===== config.mk =====
export PLATFORM = sky130hd
export DESIGN_NAME = seq_mult_system_flat
export DESIGN_NICKNAME = d
export VERILOG_FILES = /design/src/rtl/mult_pkg.sv /design/src/rtl/seq_mult_system_if.sv /design/src/rtl/seq_mult_system_mult.sv /design/src/rtl/seq_mult_system.sv /design/src/flat_wrapper.sv
export SDC_FILE = /design/constraint.sdc
export NUM_CORES = 1
export LEC_CHECK = 0
export BUFFER_PORTS_ARGS = -buffer_cell sky130_fd_sc_hd__buf_2
export CORE_ASPECT_RATIO = 0.75
export CORE_MARGIN = 2
export CORE_UTILIZATION = 65
export CTS_CLUSTER_SIZE = 24
export DETAILED_ROUTE_END_ITERATION = 16
export HOLD_SLACK_MARGIN = 0.1
export PLACE_DENSITY = 0.91
export RECOVER_POWER = 100
export SKIP_CTS_REPAIR_TIMING = 1
export SYNTH_ARGS = -nofsm -noshare
export SYNTH_HDL_FRONTEND = slang
export SYNTH_SLANG_ARGS = --single-unit

===== constraint.sdc =====
create_clock -name clk -period 5.5 [get_ports clk]
set_clock_uncertainty 0.1 [all_clocks]
set_input_delay 0.825 -clock clk [delete_from_list [all_inputs] [get_ports clk]]
set_output_delay 0.825 -clock clk [all_outputs]
set_load 0.02 [all_outputs]

===== src/rtl/mult_pkg.sv =====
// Shared definitions for the sequential multiplier system:
// the state encoding and the operand ROM initialisation rule.
package mult_pkg;

  typedef enum logic [2:0] {
    S_IDLE   = 3'd0,
    S_LOAD_A = 3'd1,
    S_LOAD_B = 3'd2,
    S_MUL    = 3'd3,
    S_STORE  = 3'd4,
    S_DONE   = 3'd5
  } state_t;

  // ROM word i holds (i+1) modulo 2**w
  function automatic int unsigned rom_val(input int unsigned i, input int unsigned w);
    return (i + 1) % (32'd1 << w);
  endfunction

endpackage


===== src/rtl/seq_mult_system_if.sv =====
// Control/data bundle between the board-level switches/LEDs and seq_mult_system.
interface seq_mult_system_if #(
  parameter int W      = 4,
  parameter int ROM_AW = 3,
  parameter int RAM_AW = 3
) ();

  // start is sampled only while busy is low; once accepted, busy stays high
  // until the operation ends, and done pulses for exactly one cycle before
  // busy drops. A start seen while busy is dropped, never queued.
  logic              start;
  logic [ROM_AW-1:0] adr1_r;
  logic [ROM_AW-1:0] adr2_r;
  logic [RAM_AW-1:0] adr_ram;
  logic [RAM_AW-1:0] rd_adr;
  logic [2*W-1:0]    result;
  logic              busy;
  logic              done;
  logic [2:0]        st_out;

  modport master (
    output start, adr1_r, adr2_r, adr_ram, rd_adr,
    input  result, busy, done, st_out
  );

  modport slave (
    input  start, adr1_r, adr2_r, adr_ram, rd_adr,
    output result, busy, done, st_out
  );

endinterface


===== src/rtl/seq_mult_system_mult.sv =====
// W-cycle shift-add multiplier: load captures operands, go advances one bit
// per cycle, last flags the final step, product is exact and sign-corrected.
module shift_add_mult #(
  parameter int W      = 4,
  parameter int SIGNED = 0
) (
  input  logic           clk,
  input  logic           rst,
  input  logic           load,
  input  logic           go,
  input  logic [W-1:0]   a,
  input  logic [W-1:0]   b,
  output logic           ready,
  output logic           last,
  output logic [2*W-1:0] product
);

  localparam int CW = (W > 1) ? $clog2(W) : 1;

  logic [W-1:0]   mcand;
  logic [2*W-1:0] acc;
  logic [CW-1:0]  cnt;
  logic           neg;
  logic [W:0]     sum;

  // Magnitudes fit in W unsigned bits, including the most negative value
  function automatic logic [W-1:0] mag(input logic [W-1:0] x);
    if ((SIGNED != 0) && x[W-1]) return -x;
    return x;
  endfunction

  always_comb begin
    sum = {1'b0, acc[2*W-1:W]};
    if (acc[0]) sum = sum + {1'b0, mcand};
  end

  assign last    = (cnt == CW'(W - 1));
  assign product = neg ? -acc : acc;

  always_ff @(posedge clk or posedge rst) begin
    if (rst) begin
      mcand <= '0;
      acc   <= '0;
      cnt   <= '0;
      neg   <= 1'b0;
      ready <= 1'b1;
    end else if (load) begin
      // Upper half zeroed; multiplier sits in the lower half and shifts out
      mcand <= mag(a);
      acc   <= {{W{1'b0}}, mag(b)};
      cnt   <= '0;
      neg   <= (SIGNED != 0) && (a[W-1] ^ b[W-1]);
      ready <= 1'b0;
    end else if (go && !ready) begin
      acc <= {sum, acc[W-1:1]};
      cnt <= cnt + 1'b1;
      if (last) ready <= 1'b1;
    end
  end

endmodule


===== src/rtl/seq_mult_system.sv =====
// ROM -> register file -> shift-add multiplier -> result RAM, sequenced by a
// start/busy/done FSM; RAM read port is registered onto result.
module seq_mult_system
  import mult_pkg::*;
#(
  parameter int W      = 4,
  parameter int ROM_AW = 3,
  parameter int RAM_AW = 3,
  parameter int SIGNED = 0
) (
  input  logic              clk,
  input  logic              rst,
  seq_mult_system_if.slave  bus
);

  state_t            state, nxt;
  logic [ROM_AW-1:0] adr1_q, adr2_q;
  logic [RAM_AW-1:0] ram_adr_q;
  logic [W-1:0]      rf [2];
  logic [2*W-1:0]    ram [2**RAM_AW];
  logic [2*W-1:0]    result_q;
  logic [W-1:0]      rom_a, rom_b;
  logic              eng_load, eng_go, eng_ready, eng_last;
  logic [2*W-1:0]    eng_product;
  logic              ram_we;

  always_comb begin
    rom_a = W'(rom_val(32'(adr1_q), W));
    rom_b = W'(rom_val(32'(adr2_q), W));
  end

  // Operand B goes to the engine straight from the ROM while RF[1] captures it
  shift_add_mult #(.W(W), .SIGNED(SIGNED)) u_mult (
    .clk     (clk),
    .rst     (rst),
    .load    (eng_load),
    .go      (eng_go),
    .a       (rf[0]),
    .b       (rom_b),
    .ready   (eng_ready),
    .last    (eng_last),
    .product (eng_product)
  );

  always_comb begin
    nxt      = state;
    eng_load = 1'b0;
    eng_go   = 1'b0;
    ram_we   = 1'b0;
    case (state)
      S_IDLE:   if (bus.start) nxt = S_LOAD_A;
      S_LOAD_A: nxt = S_LOAD_B;
      S_LOAD_B: begin
        eng_load = 1'b1;
        nxt      = S_MUL;
      end
      S_MUL: begin
        eng_go = 1'b1;
        if (eng_last) nxt = S_STORE;
      end
      S_STORE: begin
        ram_we = eng_ready;
        nxt    = S_DONE;
      end
      S_DONE:  nxt = S_IDLE;
      default: nxt = S_IDLE;
    endcase
  end

  always_ff @(posedge clk or posedge rst) begin
    if (rst) state <= S_IDLE;
    else     state <= nxt;
  end

  always_ff @(posedge clk or posedge rst) begin
    if (rst) begin
      adr1_q    <= '0;
      adr2_q    <= '0;
      ram_adr_q <= '0;
      rf[0]     <= '0;
      rf[1]     <= '0;
    end else begin
      if (state == S_IDLE && bus.start) begin
        adr1_q    <= bus.adr1_r;
        adr2_q    <= bus.adr2_r;
        ram_adr_q <= bus.adr_ram;
      end
      if (state == S_LOAD_A) rf[0] <= rom_a;
      if (state == S_LOAD_B) rf[1] <= rom_b;
    end
  end

  // Read port samples the pre-write contents when it hits the STORE address
  always_ff @(posedge clk or posedge rst) begin
    if (rst) begin
      for (int i = 0; i < 2**RAM_AW; i++) ram[i] <= '0;
      result_q <= '0;
    end else begin
      result_q <= ram[bus.rd_adr];
      if (ram_we) ram[ram_adr_q] <= eng_product;
    end
  end

  assign bus.result = result_q;
  assign bus.busy   = (state != S_IDLE);
  assign bus.done   = (state == S_DONE);
  assign bus.st_out = state;

endmodule


===== src/flat_wrapper.sv =====
// flat-port wrapper written by rule: the top's interface ports become plain ports
module seq_mult_system_flat import mult_pkg::*;
#(
  parameter int W      = 4,
  parameter int ROM_AW = 3,
  parameter int RAM_AW = 3,
  parameter int SIGNED = 0
)
  (clk, rst, bus_start, bus_adr1_r, bus_adr2_r, bus_adr_ram, bus_rd_adr, bus_result, bus_busy, bus_done, bus_st_out);
  seq_mult_system_if #(.W(W), .ROM_AW(ROM_AW), .RAM_AW(RAM_AW)) bus_i ();
  input  logic clk;
  input  logic rst;
  input wire logic [$bits(bus_i.start)-1:0] bus_start;
  input wire logic [$bits(bus_i.adr1_r)-1:0] bus_adr1_r;
  input wire logic [$bits(bus_i.adr2_r)-1:0] bus_adr2_r;
  input wire logic [$bits(bus_i.adr_ram)-1:0] bus_adr_ram;
  input wire logic [$bits(bus_i.rd_adr)-1:0] bus_rd_adr;
  output wire logic [$bits(bus_i.result)-1:0] bus_result;
  output wire logic [$bits(bus_i.busy)-1:0] bus_busy;
  output wire logic [$bits(bus_i.done)-1:0] bus_done;
  output wire logic [$bits(bus_i.st_out)-1:0] bus_st_out;
  assign bus_i.start = bus_start;
  assign bus_i.adr1_r = bus_adr1_r;
  assign bus_i.adr2_r = bus_adr2_r;
  assign bus_i.adr_ram = bus_adr_ram;
  assign bus_i.rd_adr = bus_rd_adr;
  assign bus_result = bus_i.result;
  assign bus_busy = bus_i.busy;
  assign bus_done = bus_i.done;
  assign bus_st_out = bus_i.st_out;
  seq_mult_system #(.W(W), .ROM_AW(ROM_AW), .RAM_AW(RAM_AW), .SIGNED(SIGNED)) u_core (.clk(clk), .rst(rst), .bus(bus_i));
endmodule

==> results of run 1 <==
[tightest hold or removal path: stages (launching register included)]
cell	delay (ns)
sky130_fd_sc_hd__dfrtp_1	0.36
sky130_fd_sc_hd__nand2_1	0.05
sky130_fd_sc_hd__o21ai_0	0.06
[final cells by class]
type,count,area [um^2],area share (%)
multi-input cells,197,1930,38.8
inverters,8,31.3,0.628
flip-flops and latches,103,2580,51.7
clock inverters,6,67.6,1.36
well taps,98,123,2.46
clock buffers,10,128,2.56
repair buffers,28,123,2.46
[Yosys cell counts, types with 4 or more instances]
library cell | number | area share [%]
sky130_fd_sc_hd__inv_1 | 8 | 0.63
sky130_fd_sc_hd__dfrtp_1 | 102 | 54
sky130_fd_sc_hd__clkbuf_1 | 12 | 0.95
sky130_fd_sc_hd__nand2_1 | 10 | 0.79
sky130_fd_sc_hd__nand3_1 | 8 | 0.84
sky130_fd_sc_hd__ha_1 | 7 | 1.8
sky130_fd_sc_hd__a22oi_1 | 4 | 0.63
sky130_fd_sc_hd__buf_2 | 9 | 0.95
sky130_fd_sc_hd__nor3_1 | 4 | 0.42
sky130_fd_sc_hd__mux2_2 | 85 | 20
sky130_fd_sc_hd__o21ai_0 | 10 | 1.1
sky130_fd_sc_hd__mux4_2 | 16 | 7.6
sky130_fd_sc_hd__a21oi_1 | 5 | 0.53
sky130_fd_sc_hd__nor2_1 | 7 | 0.55
[cells by family (layout without fill, tap and decap cells)]
kind of cell,count (synthesis),count (layout)
flops,103,103
mux,102,102
simple gates,53,53
compound gates,32,32
buf+inv,32,52
fa+ha+maj,8,8
xor+xnor,2,2
[registers in the layout (all words and copies together), names as in the netlist]
name,flops
u_core.bus.st_out,3
u_core.adr2_q,3
u_core.u_mult.cnt,2
u_core.u_mult.ready,1
u_core.rf,4
u_core.ram_adr_q,3
u_core.u_mult.mcand,4
u_core.bus.result,8
u_core.u_mult.acc,8
u_core.adr1_q,3
u_core.ram,64
[worst max-delay path by stage]
stage	start	endpoint	cells past startpoint
floorplan	rst	u_core.adr1_q[0]	1
global placement	bus_rd_adr[0]	u_core.bus.result[5]	3
detailed placement	bus_rd_adr[0]	u_core.bus.result[3]	3
CTS	u_core.bus.st_out[0]	bus_busy	2
global route	rst	u_core.ram[51]	3
finish	rst	u_core.ram[50]	3
[layer usage]
metal  vias to the layer above  wire length, um  GRT usage (%)  part of all wire, %
li1                       1237                -              -                    -
met1                      1422             4150           38.8                   46
met2                        91             4180           36.8                   46
met3                        12              598           6.14                  6.6
met4                         0              106           7.37                  1.2
met5                         -                0              0                    0
[report_power, final]
group / switching, W / internal, W / leakage [nW]
registers: 0.000172 / 0.000866 / 1.39
clock network: 0.000261 / 0.000214 / 0.0986
logic: 0.000225 / 0.000196 / 0.899
total: 0.000658 / 0.00128 / 2.39
[per-stage QoR]
step	cell area, um^2	std cells	total power (W)	hold slack, ns
2_1_floorplan	4760	332	0.00139	0.344
3_3_place_gp	4920	434	0.00147	0.365
3_5_place_dp	4920	434	0.00150	0.375
4_1_cts	5110	450	0.00198	0.388
5_1_grt	4980	450	0.00205	0.421
6_report	4980	450	0.00193	0.397
==> flow_results.org, run 1 <==
** Timing
- Unrepaired setup endpoints after global routing :: no
- For the pin with the worst max-slew slack, the measured transition is 1.83 ns.
- Hold Vio Cnt, Final :: 0
- Highest attainable clock frequency :: 0.321 GHz
- Clock period minus final worst setup slack :: 3.12 ns
- Once routing completed, OpenROAD measured the worst setup slack at 2.38 ns.
- The final count of pins violating max slew came to 70.
- TNS Setup :: 0 ns
- Slew HR :: -22.6%
- Final period utilization :: 56.7%
- Setup violations remaining at the end of the flow were counted as 0.

** Worst setup path
- Data on the critical path is required at its endpoint by 5.64 ns.
- Worst reg2reg path endpoint :: u_core.ram[30]
- STA classifies the critical path startpoint as an input pin.
- The critical path in this run is classified as in2async.
- Type of element capturing the critical path :: async pin
- Of all nets on the critical path, the largest fanout is 62.
- Cell depth of the worst flop-to-flop path :: 4
- Standard cell with the maximum stage delay on the critical path :: sky130_fd_sc_hd__clkbuf_2
- The largest single stage delay on the critical path is 1.25 ns.
- Number of buffers and inverters on the critical path :: 3
- Traced cell by cell, the critical path runs through buf_2 -> clkinvlp_2 -> clkbuf_2.
- The startpoint identified for the worst register-to-register timing path is u_core.bus.st_out[0].
- The worst register-to-register path has a setup slack of 2.41 ns.
- Worst path top cell family by delay :: buffers and inverters
- At the worst endpoint, the arrival time is 3.26 ns.

** CTS
- Clock Pin Slew Worst Setup and Hold Paths :: 0.10 ns
- Number of levels the H-tree was split into :: 3
- CTS saw 103 sinks.
- The later pin in the worst-skew pair is clocked with a latency of 0.38 ns.
- Worst-case clock buffer depth :: 2
- Clock tree synthesis selected as its root buffer the cell sky130_fd_sc_hd__clkbuf_8.
- Total CTS buffers :: 9
- CTS tree :: built

** Route
- The routed design has 9.04 mm of wire.
- The detailed router placed 2762 vias in this run.
- Number of violations reported at the end of detailed-routing iteration 0 :: 180
- Detail Route Antenna Nets :: 0
- Dividing the detail-routed wire length by the instance count gives 20.1 um.
- Drt via density :: 6.14
- Length of the first detailed-routing pass in iterations :: 4
- After detailed routing, the number of remaining DRC violations is 0.

** Place
- Dpl hpwl :: 5.94 mm
- Post-Place Setup Slack :: 3.08 ns
- At the end of routability-driven placement, the weighted congestion stood at 0.853.
- Buffers placed on the I/O ports in this run total 27.

** Die
- The floorplan step defined a die boundary enclosing 8030 um^2.
- The total area inside the core boundary comes to 6960 um^2.
- Number of rows created at floorplan :: 26
- Vert. Die Dim :: 78.1 um
- For this configuration, the core starts out at a cell density of 68.4%.
- During I/O placement, the number of pins put on the boundary was 28.
- Die Span X :: 103 um

** Min path
- The worst hold path begins at u_core.rf[6].
- The min-delay analysis places its worst path in the category reg2reg.
- For hold timing, the worst endpoint is u_core.rf[6].
- The worst hold path was traced through 2 stages.

** Synthesis
- Of the total synthesized cell area, the portion taken by XOR and XNOR cells is 0.368%.
- Summing the areas of all and, or, nand and nor instances in the mapped netlist gives 7.97% of the synthesized area.
- Cells after synthesis :: 332
- For this run, the number of Yosys warnings is 0.
- The synthesized netlist contains 43 unique library cells.
- Async set-or-reset flop fraction in the synthesized netlist :: 100%
- In the synthesized netlist the dominant register cell turns out to be sky130_fd_sc_hd__dfrtp_1.
- Synthesized Nets :: 355
- Synthesis inferred 103 register bits.
- Summing the areas of all compound-gate instances in the mapped netlist gives 4.39% of the synthesized area.
- Synthesized area per cell :: 14.3 um^2
- Mux cell area share after synthesis :: 27.9%
- Adder-cell area share of the yosys netlist :: 2.26%
- Seq/Total Area, Yosys :: 54.2%
- After synthesis, the largest family of logic cells by area is multiplexers.
- Yosys mapped a number of flops with a built-in enable equal to 0.
- Cell Area, Synth :: 4760 um^2

** Outcome
- The checks that failed: max-capacitance violations, max-slew violations.
- Status :: finished with violations

** Global route
- Global routing used 25.4% of the available tracks across all layers.
- Summed over all layers, the global routing overflow is 0.
- Initial antenna violation count :: 0
- The number of global-route vias before repair is 2830.
- Largest net degree at the start of global routing :: 63
- First-pass GRT wire length :: 14.9 mm

** Job
- Across the run, the number of max-cap violations was 4.

** Final layout
- The repair_antennas step left the layout with diodes totalling 0.
- Once layout is complete, the utilization of the core stands at 71.6%.
- Most common cell after layout, fill and taps aside :: sky130_fd_sc_hd__dfrtp_1
- Compared with the post-synthesis result, the final layout area differs by 4.71%.
- Counting the fill cells in the layout gives 493.
- Final net count :: 370
- In the final layout, the share of cells above drive strength 1 is 37.5%.
- In the layout the commonest cells are sky130_fd_sc_hd__dfrtp_1, sky130_fd_sc_hd__mux2_2, sky130_fd_sc_hd__mux4_2.

** Pwr
- VDD sags by at most 0.354 mV.
- For this design the ratio of total power to cell area is 388 nW/um^2.
- Reported leakage power :: 2.39 nW
Note: power is estimated with default switching activity, not from simulation.
==> run 2: changes to the inputs <==
- CORE_UTILIZATION: 65 -> 60
- PLACE_DENSITY: 0.91 -> 0.86
- clock period: 5.5 -> 3.08 ns (I/O delays scaled with it)
==> flow_results.org, run 2 (synthesized netlist as in run 1, its figures left out) <==
** Final layout
- The flip-flop count of the largest register, all copies and words added is 64 (unchanged).
- The number of fill cells in the layout was 555 (was 493).
- The largest register by flop count is u_core.ram (unchanged).
- The post-layout net count was 371 (was 370).
- P&R area growth vs syn :: 6.13% (was 4.71%)
- The antenna diode instance count came to 0 (unchanged).
- Commonest cells after routing, fill and taps aside: sky130_fd_sc_hd__dfrtp_1, sky130_fd_sc_hd__mux2_2, sky130_fd_sc_hd__mux4_2 (unchanged).
- The share of final-layout standard cells stronger than drive strength 1 was 38.2% (was 37.5%).
- Most common cell after layout, fill and taps aside :: sky130_fd_sc_hd__dfrtp_1 (unchanged)

** Place
- Dpl hpwl :: 6.03 mm (was 5.94 mm)
- The routability-driven placement congestion ratio was 0.869 (was 0.853).
- Port Buf Inserts :: 27 (unchanged)

** Pwr
- The maximum VDD drop is 0.435 mV (was 0.354 mV).
- The power density normalized to cell area is 692 nW/um^2 (was 388 nW/um^2).
- Reported leakage power :: 2.43 nW (was 2.39 nW)

** Global route
- Global Route Usage Sum :: 22.6% (was 25.4%)
- The number of antenna violations at the first check in global routing came to 0 (unchanged).
- The busiest metal layer after global routing is met2 (was met1).
- Largest net degree at the start of global routing :: 51 (was 63)
- Met1 Usage GRT :: 32.5% (was 38.8%)
- The remaining global-route overflow came to 0 (unchanged).
- The first-pass GRT wire length came to 14.8 mm (was 14.9 mm).
- Vias in the first global route :: 2793 (was 2830)
- The global routing usage on met3 came to 5.22% (was 6.14%).
- GR Layer Usage met2 :: 35.8% (was 36.8%)

** Die
- The starting utilization of the core area came to 61.2% (was 68.4%).
- The die outline area was 8670 um^2 (was 8030 um^2).
- The number of placement rows is 28 (was 26).
- The horizontal extent of the die was 107 um (was 103 um).
- The number of top-level pins is 28 (unchanged).
- The die extent in y came to 81.1 um (was 78.1 um).
- Total core area :: 7780 um^2 (was 6960 um^2)

** Timing
- Highest attainable clock frequency :: 0.395 GHz
- The tightest hold margin was 0.226 ns (was 0.397 ns).
- The final-report setup violation count was 0 (unchanged).
- Clock period minus final worst setup slack :: 2.53 ns
- Actual transition at the worst max-transition pin :: 1.52 ns (was 1.83 ns)
- The worst max-slew margin expressed relative to the limit is -1.66% (was -22.6%).
- Unrepaired setup endpoints after global routing :: no (unchanged)
- Final period utilization :: 82.2%
- Hold Vio Cnt, Final :: 0 (unchanged)
- Number of pins with negative max-slew slack in the final report :: 33 (was 70)
- TNS Setup :: 0 ns (unchanged)

** Worst setup path
- The path type of the worst setup path was reg2reg (was in2async).
- Kind of start point of the critical path :: flop (was input pin)
- Data arrival time of the critical path :: 2.68 ns (was 3.26 ns)
- Data required time at the worst endpoint :: 3.23 ns (was 5.64 ns)
- Type of element capturing the critical path :: flop (was async pin)
- Largest fanout on the critical path :: 17 (was 62)

** Route
- The final routed DRC violation total is 0 (unchanged).
- The count of nets left with antenna violations after detail routing is 0 (unchanged).
- Number of violations reported at the end of detailed-routing iteration 0 :: 151 (was 180)
- Length of the first detailed-routing pass in iterations :: 4 (unchanged)
- Total via count after detailed routing :: 2771 (was 2762)
- Final Routed Wirelength :: 8.93 mm (was 9.04 mm)
- Drt via density :: 6.05 (was 6.14)
- The average detailed-routed wire length per instance was 19.5 um (was 20.1 um).

** CTS
- TritonCTS Sinks :: 103 (unchanged)
- The largest buffer count on any clock path is 2 (unchanged).
- Total CTS buffers :: 9 (unchanged)
- Clock root cell :: sky130_fd_sc_hd__clkbuf_8 (unchanged)
- Clock Pin Slew Worst Setup and Hold Paths :: 0.10 ns (about the same)
- The TritonCTS clock tree is built (unchanged).
- Number of levels the H-tree was split into :: 3 (unchanged)
- Clock insertion delay at the later pin of the skew report :: 0.36 ns (was 0.38 ns)

** Job
- Number of max-capacitance violations reported :: 1 (was 4)

** Outcome
- Status :: finished with violations (unchanged)
- Violations in the final reports: max-capacitance violations, max-slew violations (unchanged).

** Min path
- Class of the tightest hold or removal check :: in2reg (was reg2reg)
-- run 2: changes by cell type in the layout (fill, tap and decap cells not counted), sizes merged --
cell / before / now
buf: 13 / 14
clkbuf: 25 / 24
clkinv: 2 / 4
clkinvlp: 2 / 1
-- run 2: final timing paths --
kind	end	from	cells past startpoint	slack, ns
max in group asynchronous	u_core.bus.result[7]	rst	3	0.92
worst min register to register	u_core.rf[4]	u_core.rf[4]	2	0.40
worst min-delay path	u_core.adr2_q[0]	bus_adr2_r[0]	2	0.23
worst max-delay path	u_core.ram[46]	u_core.bus.st_out[0]	4	0.55
min in group asynchronous	u_core.adr1_q[0]	rst	2	0.34
worst max register to register	u_core.ram[46]	u_core.bus.st_out[0]	4	0.55
-- run 2: power by group --
group / total [W] / switching (W) / internal (W) / leakage, nW
clock: 0.000868 / 0.000481 / 0.000388 / 0.106
sequential: 0.00187 / 0.000327 / 0.00155 / 1.39
combinational: 0.000755 / 0.000400 / 0.000355 / 0.940
-- run 2: worst max-delay path, stage by stage, from the launching register on --
cell,delay (ns)
sky130_fd_sc_hd__dfrtp_1,0.57
sky130_fd_sc_hd__nor2_1,0.39
sky130_fd_sc_hd__nand4b_4,0.18
sky130_fd_sc_hd__nor3b_2,0.76
sky130_fd_sc_hd__mux2_2,0.41
-- run 2: per-stage QoR --
stage / instances / total power (W) / util (%) / setup slack [ns] / instance area, um^2
4_1_cts: 458 / 0.00356 / 66.3 / 0.861 / 5150
3_5_place_dp: 442 / 0.00270 / 63.6 / 0.865 / 4950
3_3_place_gp: 442 / 0.00263 / 63.6 / 0.927 / 4950
5_1_grt: 458 / 0.00370 / 64.9 / 0.457 / 5050
2_1_floorplan: 332 / 0.00249 / - / 1.10 / 4760
6_report: 458 / 0.00350 / 64.9 / 0.549 / 5050
-- run 2: metal layers --
layer  vias up  wire length, um
li1       1238                -
met3         7              395
met4         0               61
met5         -                0
met1      1467             4270
met2        59             4200
-- run 2: layout make-up --
type                    count  area, um^2  share of cell area [%]
multi-input cells         197        1960                    38.9
clock buffers               9         124                    2.45
clock inverters             7        81.3                    1.61
repair buffers             29         141                    2.80
inverters                   8        31.3                   0.619
well taps                 105         131                    2.60
flip-flops and latches    103        2580                    51.1
==> run 3: changes to the inputs <==
- ABC_AREA: unset -> 1
- clock period: 3.08 -> 2.36 ns (I/O delays scaled with it)
==> flow_results.org, run 3 <==
** CTS
- The clock root buffer master is sky130_fd_sc_hd__clkbuf_8 (unchanged).
- The largest buffer count on any clock path is 2 (unchanged).
- The clock buffer count from CTS came to 9 (unchanged).
- The post-CTS clock slew at the launch and capture registers of the worst setup and hold paths was 0.10 ns (about the same).
- The TritonCTS clock tree was built (unchanged).
- Number of levels the H-tree was split into :: 3 (unchanged)
- The number of clock sinks came to 103 (unchanged).
- The clock insertion delay at the later pin of the skew report was 0.36 ns (about the same).

** Min path
- The launch instance of the worst min-delay path was bus_adr2_r[1] (was bus_adr2_r[0]).
- The class of the tightest hold or removal check was in2reg (unchanged).

** Timing
- Final period utilization :: 84.0% (was 82.2%)
- Unrepaired setup endpoints after global routing :: no (unchanged)
- Clock period minus final worst setup slack :: 1.98 ns (was 2.53 ns)
- Hold Vio Cnt, Final :: 0 (unchanged)
- Slew HR :: 53.5% (was -1.66%)
- TNS Setup :: 0 ns (unchanged)
- The final-report setup violation count came to 0 (unchanged).
- The tightest hold margin is 0.121 ns (was 0.226 ns).
- Final setup margin :: 0.377 ns (was 0.549 ns)
- Highest attainable clock frequency :: 0.504 GHz (was 0.395 GHz)
- Actual transition at the worst max-transition pin :: 0.698 ns (was 1.52 ns)
- Number of pins with negative max-slew slack in the final report :: 0 (was 33)

** Final layout
- The post-layout net count was 615 (was 371).
- The largest register by flop count was u_core.ram (unchanged).
- The growth of design area from synthesis to finish came to 9.66% (was 6.13%).
- Share of layout cells above drive strength 1 :: 6.53% (was 38.2%)
- Commonest cells after routing, fill and taps aside: sky130_fd_sc_hd__nand2_1, sky130_fd_sc_hd__dfrtp_1, sky130_fd_sc_hd__o21ai_0 (was sky130_fd_sc_hd__dfrtp_1, sky130_fd_sc_hd__mux2_2, sky130_fd_sc_hd__mux4_2).
- Max FFs per register :: 64 (unchanged)
- The antenna diode instance count came to 0 (unchanged).
- The share of the core filled with cells in the final layout is 69.0% (was 64.9%).
- Most common cell after layout, fill and taps aside :: sky130_fd_sc_hd__nand2_1 (was sky130_fd_sc_hd__dfrtp_1)
- The final cell area excluding filler cells is 5130 um^2 (was 5050 um^2).

** Pwr
- Worst VDD drop :: 0.853 mV (was 0.435 mV)
- The power density normalized to cell area was 966 nW/um^2 (was 692 nW/um^2).
- Reported leakage power :: 2.50 nW (was 2.43 nW)

** Global route
- Global Route Usage Sum :: 26.8% (was 22.6%)
- Initial antenna violation count :: 0 (unchanged)
- The number of global-route vias before repair is 3782 (was 2793).
- The first-pass GRT wire length came to 17.6 mm (was 14.8 mm).
- Leftover overflow at the end of global routing :: 0 (unchanged)
- The maximum number of pins on one net before global-route repair is 43 (was 51).

** Synthesis
- Most frequent cell after synthesis :: sky130_fd_sc_hd__nand2_1 (was sky130_fd_sc_hd__dfrtp_1)
- The number of enable-type register cells in the synthesized netlist was 0 (unchanged).
- The post-synth net total is 588 (was 355).
- The netlist area before placement came to 4670 um^2 (was 4760 um^2).
- Dominant cells by area after synthesis: sky130_fd_sc_hd__dfrtp_1, sky130_fd_sc_hd__nand2_1, sky130_fd_sc_hd__o21ai_0, sky130_fd_sc_hd__inv_1, sky130_fd_sc_hd__a21oi_1 (was sky130_fd_sc_hd__dfrtp_1, sky130_fd_sc_hd__mux2_2, sky130_fd_sc_hd__mux4_2, sky130_fd_sc_hd__ha_1, sky130_fd_sc_hd__o21ai_0).
- Synthesized area per cell :: 8.27 um^2 (was 14.3 um^2)
- The synthesized instance count was 565 (was 332).
- Fraction of post-synthesis cell area in the top cell type by area :: 54.6% (was 53.6%)
- The number of library cell types mapped by synthesis was 25 (was 43).
- The post-synthesis async set-or-reset flop share was 100% (unchanged).
- Dominant cell type by area after synthesis :: sky130_fd_sc_hd__dfrtp_1 (unchanged)
- The number of warnings reported in the yosys synthesis log was 0 (unchanged).
- The predominant post-synthesis flop cell is sky130_fd_sc_hd__dfrtp_1 (unchanged).
- Seq/Total Area, Yosys :: 55.2% (was 54.2%)
- The number of synthesized register bits is 103 (unchanged).
- Most used standard cells in the synthesized netlist: sky130_fd_sc_hd__nand2_1, sky130_fd_sc_hd__dfrtp_1, sky130_fd_sc_hd__o21ai_0 (was sky130_fd_sc_hd__dfrtp_1, sky130_fd_sc_hd__mux2_2, sky130_fd_sc_hd__mux4_2).

** Worst setup path
- The start point of the critical path is u_core.bus.st_out[1] (was u_core.bus.st_out[0]).
- Data arrival time of the critical path :: 2.16 ns (was 2.68 ns)
- The beginning of the worst register-to-register path is u_core.bus.st_out[1] (was u_core.bus.st_out[0]).
- Peak per-stage delay on the critical path :: 0.54 ns (was 0.76 ns)
- Largest fanout on the critical path :: 16 (was 17)
- Library cell appearing most often on the critical path :: sky130_fd_sc_hd__nor2_1
- The count of buffer and inverter cells on the critical path is 1 (was 0).
- Worst path top cell family by delay :: simple AND/OR/NAND/NOR gates (unchanged)
- The endpoint kind of the worst setup timing path was a flop (unchanged).
- The path type of the worst setup path is reg2reg (unchanged).
- Cells traversed along the worst timing path: nor2_1 -> nand3_4 -> nor2_1 -> clkbuf_1 -> nand2_1 -> o21ai_0 (was nor2_1 -> nand4b_4 -> nor3b_2 -> mux2_2).
- Standard cell with the maximum stage delay on the critical path :: sky130_fd_sc_hd__clkbuf_1 (was sky130_fd_sc_hd__nor3b_2)
- Kind of start point of the critical path :: flop (unchanged)
- The worst path required time is 2.53 ns (was 3.23 ns).

** Route
- Number of violations reported at the end of detailed-routing iteration 0 :: 275 (was 151)
- The final routed DRC violation total came to 0 (unchanged).
- The total wire length after detailed routing is 10.5 mm (was 8.93 mm).
- The number of optimization iterations in the first detailed-route pass is 6 (was 4).
- DR WL/cell :: 15.0 um (was 19.5 um)
- The total number of vias was 3844 (was 2771).
- Drt via density :: 5.51 (was 6.05)
- The count of nets left with antenna violations after detail routing came to 0 (unchanged).

** Place
- RePlAce Congestion :: 0.852 (was 0.869)
- The half-perimeter wire length of the detailed placement result came to 7.30 mm (was 6.03 mm).
- The worst slack at placement was 0.590 ns (was 0.865 ns).
- Cell area after placement :: 4920 um^2 (was 4950 um^2)
- Port Buf Inserts :: 27 (unchanged)

** Outcome
- Status :: finished, final reports clean (was finished with violations)

** Die
- The die extent in y is 80.4 um (was 81.1 um).
- I/O pin cnt :: 28 (unchanged)
- Total core area :: 7430 um^2 (was 7780 um^2)
- Die Span X :: 106 um (was 107 um)
- The die outline area was 8520 um^2 (was 8670 um^2).
- The starting utilization of the core area was 62.9% (was 61.2%).
- Number of rows created at floorplan :: 27 (was 28)

** Job
- The count of maximum capacitance violations was 0 (was 1).
## run 3: kinds of logic (layout without fill, tap and decap cells)
family                   Yosys count  in the layout  synth area share (%)
buffers and inverters             84            116                  7.15
flip-flops                       103            103                  55.2
XOR/XNOR                           2              2                 0.375
AND/OR/NAND/NOR                  221            221                  18.7
AO/OA/AOI/OAI                    147            147                  16.3
adder cells (fa/ha/maj)            8              8                  2.30
## run 3: path summary, 6_finish.rpt
path	end	slack (ns)	cells after the start
max reg2reg	u_core.ram[52]	0.38	6
min	u_core.adr2_q[1]	0.12	3
max	u_core.ram[52]	0.38	6
max in group asynchronous	u_core.ram[55]	0.72	4
min reg2reg	u_core.u_mult.mcand[2]	0.38	2
min in group asynchronous	u_core.ram[48]	0.44	3
## run 3: layer usage
metal  up-vias  GRT usage [%]  routed length (um)
li1       1858              -                   -
met5         -              0                   0
met2       152           44.7                4890
met1      1814           35.9                4680
met4         0           6.58                 157
met3        20           6.57                 774
## run 3: power breakdown
part	leakage, nW	switching, W	internal (W)
Combinational	1.01	0.000888	0.000398
Clock	0.114	0.000595	0.000710
Sequential	1.38	0.000302	0.00206
Total	2.50	0.00179	0.00317
## run 3: layout make-up
cell class	count	area, um^2
clock buffers	11	131
fillers	577	2310
clock inverters	5	106
repair buffers	37	194
flip-flops and latches	103	2580
multi-input cells	378	1750
inverters	63	238
well taps	101	126
## run 3: stage by stage
stage,cells,power (W)
2_1_floorplan,565,0.00327
3_3_place_gp,681,0.00360
3_5_place_dp,681,0.00369
4_1_cts,697,0.00498
5_1_grt,698,0.00527
6_report,698,0.00495
## run 3: worst register-to-register path, stage by stage (launching register included)
cell and delay [ns]:
sky130_fd_sc_hd__dfrtp_1 0.45, sky130_fd_sc_hd__nor2_1 0.30, sky130_fd_sc_hd__nand3_4 0.16, sky130_fd_sc_hd__nor2_1 0.12, sky130_fd_sc_hd__clkbuf_1 0.54, sky130_fd_sc_hd__nand2_1 0.13, sky130_fd_sc_hd__o21ai_0 0.10
